**config.mk**
```make
export PLATFORM = sky130hd
export DESIGN_NAME = ycbcr_422_packer
export DESIGN_NICKNAME = d
export VERILOG_FILES = /design/src/rtl/ycbcr_422_packer.sv
export SDC_FILE = /design/constraint.sdc
export NUM_CORES = 1
export LEC_CHECK = 0
export CAP_MARGIN = 30
export CORE_MARGIN = 5
export CORE_UTILIZATION = 65
export CTS_CLUSTER_SIZE = 12
export DETAILED_ROUTE_END_ITERATION = 8
export GPL_TIMING_DRIVEN = 0
export PLACE_DENSITY_LB_ADDON = 0.05
export SLEW_MARGIN = 20
export SYNTH_ARGS = -nofsm -noshare
export SYNTH_HDL_FRONTEND = slang
export SYNTH_SLANG_ARGS = --single-unit
```
**constraint.sdc**
```tcl
create_clock -name clk -period 17.4 [get_ports clk]
set_input_delay 4.35 -clock clk [delete_from_list [all_inputs] [get_ports clk]]
set_output_delay 4.35 -clock clk [all_outputs]
set_load 0.05 [all_outputs]
```
**src/rtl/ycbcr_422_packer.sv**
```systemverilog
// ycbcr_422_packer: 4:4:4 -> 4:2:2 conversion. Chroma of each pixel pair is
// averaged with round-half-up, the pair is stored in a small FIFO and then
// serialized as two {chroma,luma} words on a valid/ready output.
module ycbcr_422_packer #(
    parameter int DATA_W     = 8,
    parameter int LINE_WIDTH = 640,
    parameter int FIFO_DEPTH = 8
) (
    input  logic                          clk,
    input  logic                          rst_i,
    input  logic                          data_valid_i,
    input  logic [DATA_W-1:0]             y_i,
    input  logic [DATA_W-1:0]             cb_i,
    input  logic [DATA_W-1:0]             cr_i,
    output logic                          dout_valid_o,
    input  logic                          dout_ready_i,
    output logic [2*DATA_W-1:0]           dout_o,
    output logic                          dout_eol_o,
    output logic [$clog2(FIFO_DEPTH):0]   fifo_level_o,
    output logic                          overflow_o
);

    localparam int PTR_W   = $clog2(FIFO_DEPTH);
    localparam int LVL_W   = PTR_W + 1;
    localparam int CNT_W   = $clog2(LINE_WIDTH);
    localparam int ENTRY_W = 4*DATA_W + 1;
    localparam logic [CNT_W-1:0] LAST_PIX = CNT_W'(LINE_WIDTH - 1);

    typedef enum logic {EVEN, ODD} pair_state_t;

    pair_state_t          state, state_next;
    logic [DATA_W-1:0]    y0, cb0, cr0;
    logic [CNT_W-1:0]     pix_cnt;
    logic [DATA_W:0]      cb_sum, cr_sum;
    logic                 push, push_ok, pop, handshake;
    logic                 phase, overflow;
    logic [ENTRY_W-1:0]   mem [FIFO_DEPTH];
    logic [PTR_W-1:0]     wr_ptr, rd_ptr;
    logic [LVL_W-1:0]     level;
    logic [ENTRY_W-1:0]   entry_in, entry_out;

    // Pair FSM state register
    always_ff @(posedge clk) begin
        if (rst_i) state <= EVEN;
        else       state <= state_next;
    end

    // Pair FSM next state: toggles on every accepted pixel
    always_comb begin
        state_next = state;
        if (data_valid_i) state_next = (state == EVEN) ? ODD : EVEN;
    end

    // Pair FSM output: a completed pair is offered to the FIFO on the odd pixel
    always_comb begin
        push = 1'b0;
        if (data_valid_i && state == ODD) push = 1'b1;
    end

    // Hold the even pixel until its partner arrives
    always_ff @(posedge clk) begin
        if (data_valid_i && state == EVEN) begin
            y0  <= y_i;
            cb0 <= cb_i;
            cr0 <= cr_i;
        end
    end

    // Accepted-pixel counter within the line
    always_ff @(posedge clk) begin
        if (rst_i)             pix_cnt <= '0;
        else if (data_valid_i) pix_cnt <= (pix_cnt == LAST_PIX) ? '0 : pix_cnt + CNT_W'(1);
    end

    // Sums are one bit wider so 255+255+1 does not wrap
    assign cb_sum   = {1'b0, cb0} + {1'b0, cb_i} + (DATA_W+1)'(1);
    assign cr_sum   = {1'b0, cr0} + {1'b0, cr_i} + (DATA_W+1)'(1);
    assign entry_in = {cb_sum[DATA_W:1], y0, cr_sum[DATA_W:1], y_i, (pix_cnt == LAST_PIX)};

    assign dout_valid_o = (level != '0);
    assign handshake    = dout_valid_o && dout_ready_i;
    assign pop          = handshake && phase;
    // When full, a same-cycle pop frees the slot the write lands in
    assign push_ok      = push && ((level < LVL_W'(FIFO_DEPTH)) || pop);

    // Pair storage; validity is tracked by level, so no reset is needed
    always_ff @(posedge clk) begin
        if (push_ok) mem[wr_ptr] <= entry_in;
    end

    // FIFO pointers, level, serializer phase and sticky overflow
    always_ff @(posedge clk) begin
        if (rst_i) begin
            wr_ptr   <= '0;
            rd_ptr   <= '0;
            level    <= '0;
            phase    <= 1'b0;
            overflow <= 1'b0;
        end else begin
            if (push_ok) wr_ptr <= wr_ptr + PTR_W'(1);
            if (pop)     rd_ptr <= rd_ptr + PTR_W'(1);
            case ({push_ok, pop})
                2'b10:   level <= level + LVL_W'(1);
                2'b01:   level <= level - LVL_W'(1);
                default: level <= level;
            endcase
            if (handshake)        phase    <= ~phase;
            if (push && !push_ok) overflow <= 1'b1;
        end
    end

    assign entry_out = mem[rd_ptr];

    // Word serializer: phase 0 sends {Cb,Y0}, phase 1 sends {Cr,Y1} with eol
    always_comb begin
        dout_o     = '0;
        dout_eol_o = 1'b0;
        if (dout_valid_o) begin
            if (phase) begin
                dout_o     = entry_out[2*DATA_W:1];
                dout_eol_o = entry_out[0];
            end else begin
                dout_o     = entry_out[4*DATA_W:2*DATA_W+1];
            end
        end
    end

    assign fifo_level_o = level;
    assign overflow_o   = overflow;

endmodule
```
==> metrics <==
nets a little under 900; Cell Area, Synth 0.0127 mm2; met2 wire length 13700 um; Setup Buffers After CTS 0; post-route antenna net violation count 0; Die W between 100 and 150 um; # diodes 0; top area cells in the synthesized netlist edfxtp_1, mux4_2, dfxtp_1; # DRC 0; min-delay src overflow_o; DIE HEIGHT about 150 um; CP dominant cell by count a22oi_1; Top delay family on crit path buffers and inverters; met3 WL ~1900 um; RePlAce Congestion 0.794; Max FO, Critical Path 10; CP Cell Sequence buf_2 > nor2b_1 > clkbuf_1 > a22oi_1 > a22oi_1 > o211ai_1 > clkdlybuf4s50_1; leakage power 4.72 nW; CTS root buffer clkbuf_16; TritonCTS clock tree yes; Worst path max stage delay between 0.7 and 0.8 ns; wire length per cell around 24 um; CP Buf/Inv Count 3; Commonest cells post-synth edfxtp_1, mux4_2, nor2_1, mux2i_1, nand2_1; First-pass DRT Iterations 5; Post-DP HPWL 17800 um; Slew @ Worst Pin between 0.9 and 1 ns; # Max-Cap Violations 0; number of flops mapped to enable cells by yosys between 200 and 300; power density over cell area 106 mW/mm2; Most used DFF post-synth edfxtp_1; critical path class reg -> out; hold buffer count at CTS 0; setup TNS 0 ns; final hold viol count 0; sequential element share of the synthesized area 0.723; vias per inst about 6.3; core area ~0.019 mm2; highest clock rate 127 MHz; initial antenna violation count 1; worst endpoint required time roughly 13 ns; first-pass GRT wire length about 41000 um; Clock Sinks approximately 310; Clock Skew between 0.01 and 0.015 ns; unrepaired setup endpoints after global routing no; post-synth top area share 0.682; outcome finished clean; Port Buffers 48; all-layer global routing usage 0.246; Synth Register Bits about 310; Synth cell types 50; Mapped Nets ~760; final number of setup-violating endpoints 0; Slew HR 0.399; CTS Buffer Depth 3; CP Capture Type output pin; Worst path slowest cell clkdlybuf4s50_1; # resized after CTS 0; fin crit share 0.452; Starting Density 0.656; number of global-route vias before repair about 7200; # rows 51; Critical Path AT about 3.5 ns; top layer in use met5; Yosys top cell by area edfxtp_1; Final Power approximately 1.6 mW; Max VDD drop a little over 80 uV; Die Area 0.0224 mm2; area delta synth->final 16.4%; YS warnings 0; H-tree depth 1; Worst Hold Class reg -> reg; clk slew on worst S/H paths approximately 0.06 ns; boundary pin count 51; Clk Latency, worst-skew pair between 0.5 and 0.6 ns; Worst setup SP type flip-flop; initial DRC count ~540; routed wire length around 27000 um; Syn Inst Count between 700 and 800; worst r2r src phase; aggregate global routing overflow 0; most frequent cell after synthesis edfxtp_1; minimum clock period slightly below 8 ns; TritonCTS buffer count 31; asr flop ratio synth 0; largest net degree at the start of global routing 20; routed vias around 6900; final max-slew violation count 0; share of post-route cells with drive strength above 1 0.188; Mapped Avg Cell Area between 15 and 20 um2; M1 WL ~11000 um
[metal layers]
metal	global-route usage	vias up
li1	-	3050
met4	0.0672	2
met3	0.0373	52
met5	0	-
met2	0.418	307
met1	0.339	3530
[area by class of cell]
class / count / area [um2]
Buffer: 30 / 173
Clock buffer: 46 / 862
Clock inverter: 4 / 41.3
Fill cell: 1119 / 4580
Inverter: 10 / 37.5
Multi-Input combinational cell: 352 / 3350
Sequential cell: 314 / 9170
Tap cell: 265 / 332
Timing Repair Buffer: 76 / 787
[state kept, by name, indices dropped and copies added (netlist names), 3 cells and up, named ones only]
| signal | count |
|---|---|
| mem | 264 |
| cb0 | 8 |
| cr0 | 8 |
| fifo_level_o | 4 |
| pix_cnt | 10 |
| rd_ptr | 3 |
| wr_ptr | 3 |
| y0 | 8 |
[where the power goes]
group	leakage, nW	internal, mW	switching, mW
Combinational	1.47	0.0368	0.0671
Sequential	2.81	0.851	0.00689
Clock	0.437	0.351	0.249
[path summary, 6_finish.rpt]
path | to | slack [ns] | cells after the start
worst min register to register | overflow_o | 0.48 | 2
worst max-delay path | dout_o[13] | 9.53 | 7
worst max register to register | mem[3][23] | 14.63 | 7
worst min-delay path | overflow_o | 0.48 | 2
[stage by stage]
step | hold WS, ns | utilization | cell area (um2) | cells | setup WS (ns)
after floorplan | 0.454 | - | 12700 | 706 | 8.74
after global placement | 0.461 | 0.698 | 13500 | 1019 | 5.18
after detailed placement | 0.483 | 0.716 | 13900 | 1047 | 10.12
after CTS | 0.492 | 0.763 | 14800 | 1097 | 9.54
after global routing | 0.516 | 0.763 | 14800 | 1097 | 9.40
final | 0.482 | 0.763 | 14800 | 1097 | 9.53
[kinds of logic after synthesis]
logic type,Yosys count,synth area share
buffers and inverters,40,0.0166
AND/OR/NAND/NOR,131,0.0505
AO/OA/AOI/OAI,89,0.0515
XOR/XNOR,23,0.0159
adder cells (fa/ha/maj),22,0.0229
flip-flops,314,0.723
multiplexers,87,0.119
[placed cells by master (no fill, tap or decap), types with 3 or more instances in the layout]
cell	instances
nor3_2	4
mux2i_1	33
buf_4	17
xnor2_1	10
xor2_1	13
clkinv_1	3
nand2_1	33
clkbuf_16	31
clkbuf_1	23
o21ai_0	9
o211ai_1	19
edfxtp_1	288
nand3_1	24
a22oi_1	23
nor2_1	31
buf_16	4
nand3b_1	3
nand2b_1	3
buf_6	10
buf_2	13
a21oi_1	16
clkbuf_8	3
inv_1	9
dfxtp_1	26
nand4_1	4
mux4_2	51
nor2_4	3
a22oi_2	7
ha_1	20
nor2b_1	5
mux2_2	3
a21o_1	4
or2_2	3
clkdlybuf4s50_1	48
[worst reg2reg max path, stage by stage, from the launching register on]
cell and delay, ns:
dfxtp_1 0.44, nand2_1 0.10, a21oi_1 0.37, inv_2 0.19, nor3_2 0.67, buf_4 0.32
buf_4 0.22, buf_6 0.17
(Power assumes the default switching activity.)
